--- src/rtl/alu_sequencer_if.sv ---
// Command, ALU and response bundle between the ALU sequencer and its environment.
// The sequencer takes the slave view; the surrounding system takes the master view.
interface alu_sequencer_if #(
  parameter int CNT_W = 4
);
  logic             cmd_valid;
  logic             cmd_ready;
  logic [2:0]       cmd_op;
  logic [15:0]      cmd_a;
  logic [15:0]      cmd_b;
  logic [CNT_W-1:0] cmd_cnt;
  logic [7:0]       inpr;

  logic             alu_en;
  logic [2:0]       alu_op;
  logic [15:0]      alu_d1;
  logic [15:0]      alu_d2;
  logic [7:0]       alu_inpr;
  logic [15:0]      alu_result;
  logic             alu_zero;

  logic             rsp_valid;
  logic             rsp_ready;
  logic [15:0]      rsp_result;
  logic             rsp_flag;
  logic             busy;

  modport slave (
    input  cmd_valid, cmd_op, cmd_a, cmd_b, cmd_cnt, inpr,
    input  alu_result, alu_zero, rsp_ready,
    output cmd_ready, alu_en, alu_op, alu_d1, alu_d2, alu_inpr,
    output rsp_valid, rsp_result, rsp_flag, busy
  );

  modport master (
    output cmd_valid, cmd_op, cmd_a, cmd_b, cmd_cnt, inpr,
    output alu_result, alu_zero, rsp_ready,
    input  cmd_ready, alu_en, alu_op, alu_d1, alu_d2, alu_inpr,
    input  rsp_valid, rsp_result, rsp_flag, busy
  );
endinterface

--- src/rtl/alu_sequencer.sv ---
// Sequences one command at a time through an external combinational ALU,
// repeating shifts N times and holding the result until the consumer takes it.
module alu_sequencer #(
  parameter int CNT_W = 4
) (
  input logic         clk,
  input logic         rst,
  alu_sequencer_if.slave bus
);

  localparam logic [1:0] IDLE = 2'd0;
  localparam logic [1:0] EXEC = 2'd1;
  localparam logic [1:0] DONE = 2'd2;

  localparam logic [2:0] OP_NUL = 3'b000;
  localparam logic [2:0] OP_SLL = 3'b101;
  localparam logic [2:0] OP_SRL = 3'b110;

  logic [1:0]       state;
  logic [2:0]       op_q;
  logic [15:0]      w;
  logic [CNT_W-1:0] cnt_q;
  logic             flag_q;

  logic             alu_en_q;
  logic [2:0]       alu_op_q;
  logic [15:0]      alu_d1_q;
  logic [15:0]      alu_d2_q;
  logic [7:0]       alu_inpr_q;

  logic cmd_is_shift;
  logic op_is_shift;
  logic last_iter;

  assign cmd_is_shift = (bus.cmd_op == OP_SLL) || (bus.cmd_op == OP_SRL);
  assign op_is_shift  = (op_q == OP_SLL) || (op_q == OP_SRL);
  assign last_iter    = !op_is_shift || (cnt_q == CNT_W'(1));

  // The ALU-facing registers are only loaded on entry to and during EXEC, so
  // they keep their last values while idle or waiting for the consumer.
  always_ff @(posedge clk or posedge rst) begin
    if (rst) begin
      state      <= IDLE;
      op_q       <= '0;
      w          <= '0;
      cnt_q      <= '0;
      flag_q     <= 1'b0;
      alu_en_q   <= 1'b0;
      alu_op_q   <= '0;
      alu_d1_q   <= '0;
      alu_d2_q   <= '0;
      alu_inpr_q <= '0;
    end else begin
      case (state)
        IDLE: begin
          if (bus.cmd_valid) begin
            op_q  <= bus.cmd_op;
            w     <= bus.cmd_a;
            cnt_q <= bus.cmd_cnt;
            if (bus.cmd_op == OP_NUL) begin
              flag_q <= (bus.cmd_a == 16'h0000);
              state  <= DONE;
            end else if (cmd_is_shift && (bus.cmd_cnt == '0)) begin
              flag_q <= 1'b0;
              state  <= DONE;
            end else begin
              alu_en_q   <= 1'b1;
              alu_op_q   <= bus.cmd_op;
              alu_d1_q   <= bus.cmd_a;
              alu_d2_q   <= bus.cmd_b;
              alu_inpr_q <= bus.inpr;
              state      <= EXEC;
            end
          end
        end
        EXEC: begin
          w      <= bus.alu_result;
          flag_q <= bus.alu_zero;
          cnt_q  <= cnt_q - CNT_W'(1);
          if (last_iter) begin
            alu_en_q <= 1'b0;
            state    <= DONE;
          end else begin
            alu_d1_q <= bus.alu_result;
          end
        end
        DONE: begin
          if (bus.rsp_ready) begin
            state <= IDLE;
          end
        end
        default: state <= IDLE;
      endcase
    end
  end

  assign bus.cmd_ready  = (state == IDLE);
  assign bus.busy       = (state != IDLE);
  assign bus.rsp_valid  = (state == DONE);
  assign bus.rsp_result = w;
  assign bus.rsp_flag   = flag_q;
  assign bus.alu_en     = alu_en_q;
  assign bus.alu_op     = alu_op_q;
  assign bus.alu_d1     = alu_d1_q;
  assign bus.alu_d2     = alu_d2_q;
  assign bus.alu_inpr   = alu_inpr_q;

endmodule

--- src/flat_wrapper.sv ---
// flat-port wrapper written by rule: the top's interface ports become plain ports
module alu_sequencer_flat 
#(
  parameter int CNT_W = 4
)
  (clk, rst, bus_cmd_valid, bus_cmd_op, bus_cmd_a, bus_cmd_b, bus_cmd_cnt, bus_inpr, bus_alu_result, bus_alu_zero, bus_rsp_ready, bus_cmd_ready, bus_alu_en, bus_alu_op, bus_alu_d1, bus_alu_d2, bus_alu_inpr, bus_rsp_valid, bus_rsp_result, bus_rsp_flag, bus_busy);
  alu_sequencer_if #(.CNT_W(CNT_W)) bus_i ();
  input logic clk;
  input logic rst;
  input wire logic [$bits(bus_i.cmd_valid)-1:0] bus_cmd_valid;
  input wire logic [$bits(bus_i.cmd_op)-1:0] bus_cmd_op;
  input wire logic [$bits(bus_i.cmd_a)-1:0] bus_cmd_a;
  input wire logic [$bits(bus_i.cmd_b)-1:0] bus_cmd_b;
  input wire logic [$bits(bus_i.cmd_cnt)-1:0] bus_cmd_cnt;
  input wire logic [$bits(bus_i.inpr)-1:0] bus_inpr;
  input wire logic [$bits(bus_i.alu_result)-1:0] bus_alu_result;
  input wire logic [$bits(bus_i.alu_zero)-1:0] bus_alu_zero;
  input wire logic [$bits(bus_i.rsp_ready)-1:0] bus_rsp_ready;
  output wire logic [$bits(bus_i.cmd_ready)-1:0] bus_cmd_ready;
  output wire logic [$bits(bus_i.alu_en)-1:0] bus_alu_en;
  output wire logic [$bits(bus_i.alu_op)-1:0] bus_alu_op;
  output wire logic [$bits(bus_i.alu_d1)-1:0] bus_alu_d1;
  output wire logic [$bits(bus_i.alu_d2)-1:0] bus_alu_d2;
  output wire logic [$bits(bus_i.alu_inpr)-1:0] bus_alu_inpr;
  output wire logic [$bits(bus_i.rsp_valid)-1:0] bus_rsp_valid;
  output wire logic [$bits(bus_i.rsp_result)-1:0] bus_rsp_result;
  output wire logic [$bits(bus_i.rsp_flag)-1:0] bus_rsp_flag;
  output wire logic [$bits(bus_i.busy)-1:0] bus_busy;
  assign bus_i.cmd_valid = bus_cmd_valid;
  assign bus_i.cmd_op = bus_cmd_op;
  assign bus_i.cmd_a = bus_cmd_a;
  assign bus_i.cmd_b = bus_cmd_b;
  assign bus_i.cmd_cnt = bus_cmd_cnt;
  assign bus_i.inpr = bus_inpr;
  assign bus_i.alu_result = bus_alu_result;
  assign bus_i.alu_zero = bus_alu_zero;
  assign bus_i.rsp_ready = bus_rsp_ready;
  assign bus_cmd_ready = bus_i.cmd_ready;
  assign bus_alu_en = bus_i.alu_en;
  assign bus_alu_op = bus_i.alu_op;
  assign bus_alu_d1 = bus_i.alu_d1;
  assign bus_alu_d2 = bus_i.alu_d2;
  assign bus_alu_inpr = bus_i.alu_inpr;
  assign bus_rsp_valid = bus_i.rsp_valid;
  assign bus_rsp_result = bus_i.rsp_result;
  assign bus_rsp_flag = bus_i.rsp_flag;
  assign bus_busy = bus_i.busy;
  alu_sequencer #(.CNT_W(CNT_W)) u_core (.clk(clk), .rst(rst), .bus(bus_i));
endmodule
--- config.mk ---
export PLATFORM = sky130hd
export DESIGN_NAME = alu_sequencer_flat
export DESIGN_NICKNAME = d
export VERILOG_FILES = /design/src/rtl/alu_sequencer_if.sv /design/src/rtl/alu_sequencer.sv /design/src/flat_wrapper.sv
export SDC_FILE = /design/constraint.sdc
export NUM_CORES = 1
export LEC_CHECK = 0
export ABC_AREA = 1
export CORE_MARGIN = 5
export CORE_UTILIZATION = 30
export DETAILED_ROUTE_END_ITERATION = 10
export HOLD_SLACK_MARGIN = 0.08
export PLACE_DENSITY_LB_ADDON = 0.1
export SKIP_LAST_GASP = 1
export SYNTH_ARGS = -nofsm -noshare
export SYNTH_HDL_FRONTEND = slang
export SYNTH_SLANG_ARGS = --single-unit
export TNS_END_PERCENT = 1
--- constraint.sdc ---
create_clock -name clk -period 6.05 [get_ports clk]
set_input_delay 1.815 -clock clk [delete_from_list [all_inputs] [get_ports clk]]
set_output_delay 1.815 -clock clk [all_outputs]
set_load 0.02 [all_outputs]
==> flow_metrics.py, run 1 <==
metrics = {
    "outcome": {
        "status": "finished clean",
    },
    "yosys": {
        "synth_top_area_cell": "dfrtp_1",
        "synthFlopType": "dfrtp_1",
        "synthTopCellsByArea": "dfrtp_1, nand2_1, inv_1",
        "synth_nets": 466,
        "synth_commonest_cells": "nand2_1, dfrtp_1, inv_1",
        "netlist_area_um2": 3184,
        "syn_area_per_cell_um2": 8.041,
        "synth_top_area_share_pct": 55.01,
        "async_flop_share_pct": 100.0,
        "synth_edf_count": 0,
        "synth.distinct_cells": 27,
        "synth-seq-cells": 70,
        "ys_warn_count": 0,
        "yosysSeqAreaShare_pct": 55.01,
        "synth_cells": 396,
        "synth_most_common_cell": "nand2_1",
    },
    "place": {
        "post-dp-hpwl_um": 6585,
        "port_buffers": 131,
        "placed_area_um2": 4589,
        "gp_congestion": 0.7768,
    },
    "detailed_routing": {
        "drc": 0,
        "first_pass_iters": 4,
        "dr.first_iter.drc_count": 124,
        "wl_um": 9433,
        "wl_per_cell_um": 14.21,
        "vias": 2889,
        "ant_nets": 0,
        "vias_per_cell": 4.351,
    },
    "setup_path": {
        "endpoint_kind": "register",
        "r2r_slack_ns": 2.99,
        "cp-start-kind": "input port",
        "crit_required_ns": 6.32,
        "path_max_fanout": 72,
        "cp_slowest_stage_delay_ns": 0.60,
        "critPathArrivalTime_ns": 3.95,
        "critPathSlowestCell": "nand3_4",
        "cp_cell_sequence": "clkdlybuf4s50_1 -> inv_1 -> nand3_1 -> nand2_1 -> nand2_1 -> nand3_4 -> nand2_4 -> nand2_1 -> nand2_1",
        "cpMostUsedCell": "nand2_1",
        "worstSetupPathType": "input port to register",
    },
    "sta": {
        "relSlewSlack_pct": 39.16,
        "skew_ns": 0.01303,
        "fin_crit_sh_pct": 60.74,
        "rsz0062_at_grt": "no",
        "fmax_ghz": 0.2721,
        "setup_viol": 0,
        "maxSlewViolCount": 0,
        "worst_pin_slew_ns": 0.9126,
        "period_needed_ns": 3.675,
        "tns_ns": 0,
        "hold_violations": 0,
    },
    "global_route": {
        "antenna_found_initial": 0,
        "grt_max_degree": 73,
        "track_usage_pct": 15.01,
        "grt_pass1_wl_um": 15270,
        "overflow": 0,
        "grt_pass1_vias": 2936,
    },
    "finish": {
        "layout-drive-gt1-share_pct": 4.735,
        "final_area_um2": 4812,
        "syn2layout_area_growth_pct": 51.12,
        "diodes": 0,
        "fill_cells": 1032,
        "multiInputGateArea_um2": 1197,
        "seq_area_um2": 1752,
        "layout.nets": 593,
    },
    "die": {
        "core_um2": 10320,
        "die_w_um": 113.0,
        "die_h_um": 113.0,
        "initial_core_util_pct": 30.84,
        "dieArea_um2": 12770,
        "num_rows": 37,
        "io_pins": 132,
    },
    "power_and_ir_drop": {
        "p_int_mw": 1.505,
        "leakagePower_nw": 2.360,
        "seq_power_share_pct": 32.1,
        "power_switching_mw": 1.078,
        "pwr-share-clk_pct": 16.5,
        "worst_ir_drop_vdd_mv": 0.1992,
        "power_density_nw_per_um2": 536.8,
        "power_frac_comb_pct": 51.4,
        "p_sw_share_pct": 41.74,
    },
    "clocking": {
        "cts_tree": "done",
        "post-cts-setup-buffer-count": 0,
        "htreeDepth": 3,
        "clk_pin_slew_ns": 0.07,
        "cts_buffers": 9,
        "worstSkewPairLatency_ns": 0.34,
        "clkSinkCount": 70,
        "cts_hold_buffers": 0,
        "clockBufferDepth": 2,
        "ctsResizeCount": 0,
        "cts_root_buffer": "clkbuf_8",
    },
    "job": {
        "cap_viol_max_count": 0,
    },
    "hold_path": {
        "hp-class": "register to register",
    },
}
state kept, by name, summed over array words and instances, names as in the netlist:
name and count:
u_core.bus.alu_d1 16, u_core.bus.alu_d2 16, u_core.bus.alu_en 1, u_core.bus.alu_inpr 8, u_core.bus.alu_op 3, u_core.bus.rsp_flag 1
u_core.bus.rsp_result 16, u_core.cnt_q 4, u_core.op_q 3, u_core.state 2
worst max-delay path, delay by kind of cell:
kind / cells / cell delay [ns]
buf+inv: 2 / 0.59
simple gates: 7 / 1.54
power by group through the flow:
stage	registers, mW	clock network (mW)	logic (mW)
3_3_place_gp	0.834	0	1.33
6_report	0.830	0.425	1.33
3_5_place_dp	0.837	0	1.35
2_1_floorplan	1.06	0	0.515
5_1_grt	0.861	0.460	1.46
4_1_cts	0.832	0.437	1.35
through the flow:
stage	hold WS [ns]	power (mW)	utilization, %	worst slack (ns)	std cells
final	0.4866	2.583	46.61	2.375	664
after global routing	0.5130	2.785	46.61	2.085	664
after CTS	0.4925	2.622	46.61	2.312	664
after global placement	0.4624	2.169	44.46	2.052	648
after floorplan	0.4740	1.576	-	2.467	396
after detailed placement	0.4708	2.186	44.46	1.964	648
logic make-up (layout without fill, tap and decap cells):
| group | after synthesis | count (layout) | synth area share, % |
|---|---|---|---|
| AOI/OAI and AO/OA | 47 | 47 | 7.702 |
| adders and majority gates | 2 | 2 | 0.7857 |
| buffers and inverters | 56 | 188 | 7.387 |
| DFF | 70 | 70 | 55.01 |
| muxes | 1 | 1 | 0.3536 |
| and+or+nand+nor | 220 | 220 | 28.76 |
metal layers:
metal | up-vias | routed length [µm] | GRT usage (%)
met4 | 0 | 99 | 4.087
met5 | - | 0 | 0
li1 | 1483 | - | -
met3 | 8 | 774 | 4.064
met1 | 1300 | 4449 | 20.89
met2 | 98 | 4110 | 23.10
area by class of cell:
| type | instances | share of cell area [%] |
|---|---|---|
| clock inverters | 5 | 1.690 |
| repair buffers | 132 | 27.40 |
| flip-flops and latches | 70 | 36.40 |
| well taps | 136 | 3.536 |
| inverters | 40 | 3.146 |
| multi-input cells | 270 | 24.88 |
| clock buffers | 11 | 2.938 |
final timing paths:
kind	to	startpoint	depth (start not counted)
worst max-delay path	u_core.bus.alu_d1[5]$_DFFE_PP0P_	bus_cmd_op[1]	9
worst min register to register	u_core.bus.rsp_result[11]$_DFFE_PP0P_	u_core.bus.rsp_result[11]$_DFFE_PP0P_	2
max in group asynchronous	u_core.bus.alu_en$_DFFE_PP0P_	rst	3
min in group asynchronous	u_core.bus.alu_d1[13]$_DFFE_PP0P_	rst	3
worst min-delay path	u_core.bus.rsp_result[11]$_DFFE_PP0P_	u_core.bus.rsp_result[11]$_DFFE_PP0P_	2
worst max register to register	u_core.bus.alu_d1[5]$_DFFE_PP0P_	u_core.state[0]$_DFFE_PP0P_	6
placed cells by master (no fill, tap or decap), drive strengths merged, types with 2 or more instances in the layout:
cell           count
dfrtp             70
bufinv             2
a21oi              6
inv               40
clkdlybuf4s50    131
clkbuf            11
nand2            172
nor2              20
nand3             26
o21ai             36
clkinv             2
ha                 2
(Power assumes the default switching activity.)
==> run 2: changes to the inputs <==
- clock period: 6.05 -> 3.4 ns (I/O delays scaled with it)
==> flow_metrics.py, run 2 (synthesized netlist as in run 1, its figures left out) <==
metrics = {
    "outcome": {
        "status": "finished clean",
    },
    "die": {
        "die_w_um": 113.0,
        "num_rows": 37,
        "die_h_um": 113.0,
        "dieArea_um2": 12770,
        "io_pins": 132,
        "core_um2": 10320,
        "initial_core_util_pct": 30.84,
    },
    "finish": {
        "finish.utilization_pct": 46.92,
        "layout.nets": 599,
        "diodes": 0,
        "final_area_um2": 4843,
        "mostFrequentLayoutCells": "nand2_1, clkdlybuf4s50_1, dfrtp_1",
        "final_common_cell": "nand2_1",
        "layout-drive-gt1-share_pct": 5.993,
        "final_cells": 670,
        "syn2layout_area_growth_pct": 52.10,
    },
    "power_and_ir_drop": {
        "power_frac_comb_pct": 52.4,
        "pwr-share-clk_pct": 15.4,
        "power_switching_mw": 1.937,
        "p_sw_share_pct": 42.21,
        "power_density_nw_per_um2": 947.4,
        "worst_ir_drop_vdd_mv": 0.3538,
        "seq_power_share_pct": 32.1,
        "p_int_mw": 2.652,
        "leakagePower_nw": 2.376,
    },
    "detailed_routing": {
        "vias": 2950,
        "ant_nets": 0,
        "vias_per_cell": 4.403,
        "dr.first_iter.drc_count": 159,
        "drc": 0,
        "first_pass_iters": 4,
        "wl_per_cell_um": 14.21,
        "wl_um": 9524,
    },
    "clocking": {
        "clkSinkCount": 70,
        "cts_root_buffer": "clkbuf_8",
        "ctsResizeCount": 0,
        "cts_tree": "done",
        "cts_hold_buffers": 0,
        "htreeDepth": 3,
        "clk_pin_slew_ns": 0.08,
        "worstSkewPairLatency_ns": 0.34,
        "cts_buffers": 9,
        "post-cts-setup-buffer-count": 0,
        "clockBufferDepth": 2,
    },
    "sta": {
        "maxSlewViolCount": 0,
        "fin_crit_sh_pct": 79.29,
        "tns_ns": 0,
        "rsz0062_at_grt": "no",
        "setup_viol": 0,
        "hold_violations": 0,
        "fmax_ghz": 0.3709,
        "period_needed_ns": 2.696,
        "relSlewSlack_pct": 62.76,
        "skew_ns": 0.01034,
        "worst_pin_slew_ns": 0.5580,
    },
    "setup_path": {
        "critPathBufInv": 2,
        "critPathArrivalTime_ns": 1.68,
        "r2r_end": "u_core.bus.alu_d1[8]$_DFFE_PP0P_",
        "path_max_fanout": 7,
        "reg2regPathDepth": 7,
        "cp_top_family": "buffers and inverters",
        "cp-start-kind": "register",
        "cp_slowest_stage_delay_ns": 0.62,
        "crit_required_ns": 2.38,
        "r2r_start": "u_core.state[0]$_DFFE_PP0P_",
        "critPathSlowestCell": "clkdlybuf4s50_1",
        "r2r_slack_ns": 1.57,
        "worstSetupPathType": "register to primary output",
        "cp_cell_sequence": "nor2_4 -> inv_2 -> clkdlybuf4s50_1",
        "endpoint_kind": "primary output",
    },
    "hold_path": {
        "holdPathStages": 2,
        "holdCritStartpoint": "u_core.bus.rsp_result[8]$_DFFE_PP0P_",
        "hp-class": "register to register",
        "worstHoldEndpoint": "u_core.bus.rsp_result[8]$_DFFE_PP0P_",
    },
    "global_route": {
        "grt_pass1_vias": 2988,
        "grt_max_degree": 60,
        "track_usage_pct": 15.00,
        "grt_pass1_wl_um": 15260,
        "antenna_found_initial": 0,
        "overflow": 0,
    },
    "place": {
        "placed_cells": 654,
        "placed_area_um2": 4634,
        "port_buffers": 131,
        "post-dp-hpwl_um": 6903,
        "gp_congestion": 0.7544,
    },
    "job": {
        "cap_viol_max_count": 0,
    },
}
run 2: changes by cell type in the layout (fill, tap and decap cells not counted):
| cell | delta |
|---|---|
| buf_4 | +6 |
| bufinv_16 | -1 |
| clkbuf_1 | -1 |
| clkbuf_8 | +1 |
| clkinvlp_4 | +2 |
| inv_6 | -1 |
run 2: power by group through the flow:
stage               clock network (mW)  logic [mW]  registers [mW]
floorplan                            0       0.916            1.89
global placement                     0        2.41            1.48
detailed placement                   0        2.44            1.49
CTS                              0.732        2.45            1.48
global route                     0.763        2.65            1.53
finish                           0.709        2.41            1.47
run 2: worst min-delay path: stages, from the launching register on:
cell and delay (ns):
dfrtp_1 0.35, nand2_1 0.05, nand2_1 0.05
run 2: worst max-delay path by stage:
stage,from,to,slack [ns],cells past startpoint
floorplan,rst,u_core.bus.alu_d1[0]$_DFFE_PP0P_,0.61,1
global placement,bus_cmd_op[1],u_core.bus.alu_op[2]$_DFFE_PP0P_,0.56,8
detailed placement,bus_cmd_op[1],u_core.bus.alu_d2[1]$_DFFE_PP0P_,0.54,8
CTS,u_core.state[0]$_DFFE_PP0P_,bus_busy,0.68,3
global route,u_core.state[0]$_DFFE_PP0P_,bus_busy,0.66,3
finish,u_core.state[0]$_DFFE_PP0P_,bus_busy,0.70,3
run 2: metrics by stage:
step	total power, mW	setup WS [ns]	hold slack [ns]
floorplan	2.804	0.6118	0.4740
global placement	3.896	0.5616	0.4606
detailed placement	3.928	0.5442	0.4667
CTS	4.658	0.6794	0.4890
global route	4.938	0.6601	0.5220
finish	4.589	0.7042	0.4852
run 2: layer usage:
metal / routed length (µm) / part of all wire [%] / up-vias / track usage (%)
met5: 0 / 0 / - / 0
met4: 94 / 0.99 / 0 / 4.888
met3: 780 / 8.2 / 10 / 4.385
met2: 4162 / 44 / 107 / 23.03
met1: 4485 / 47 / 1341 / 20.37
li1: - / - / 1492 / -
run 2: area by class of cell:
cell class	instances	area [µm²]
multi-input combinational	270	1197
clock inverter	5	57.56
fill	1034	5480
inverter	40	151.4
tap	136	170.2
timing repair buffer	138	1364
sequential	70	1752
clock buffer	11	151.4
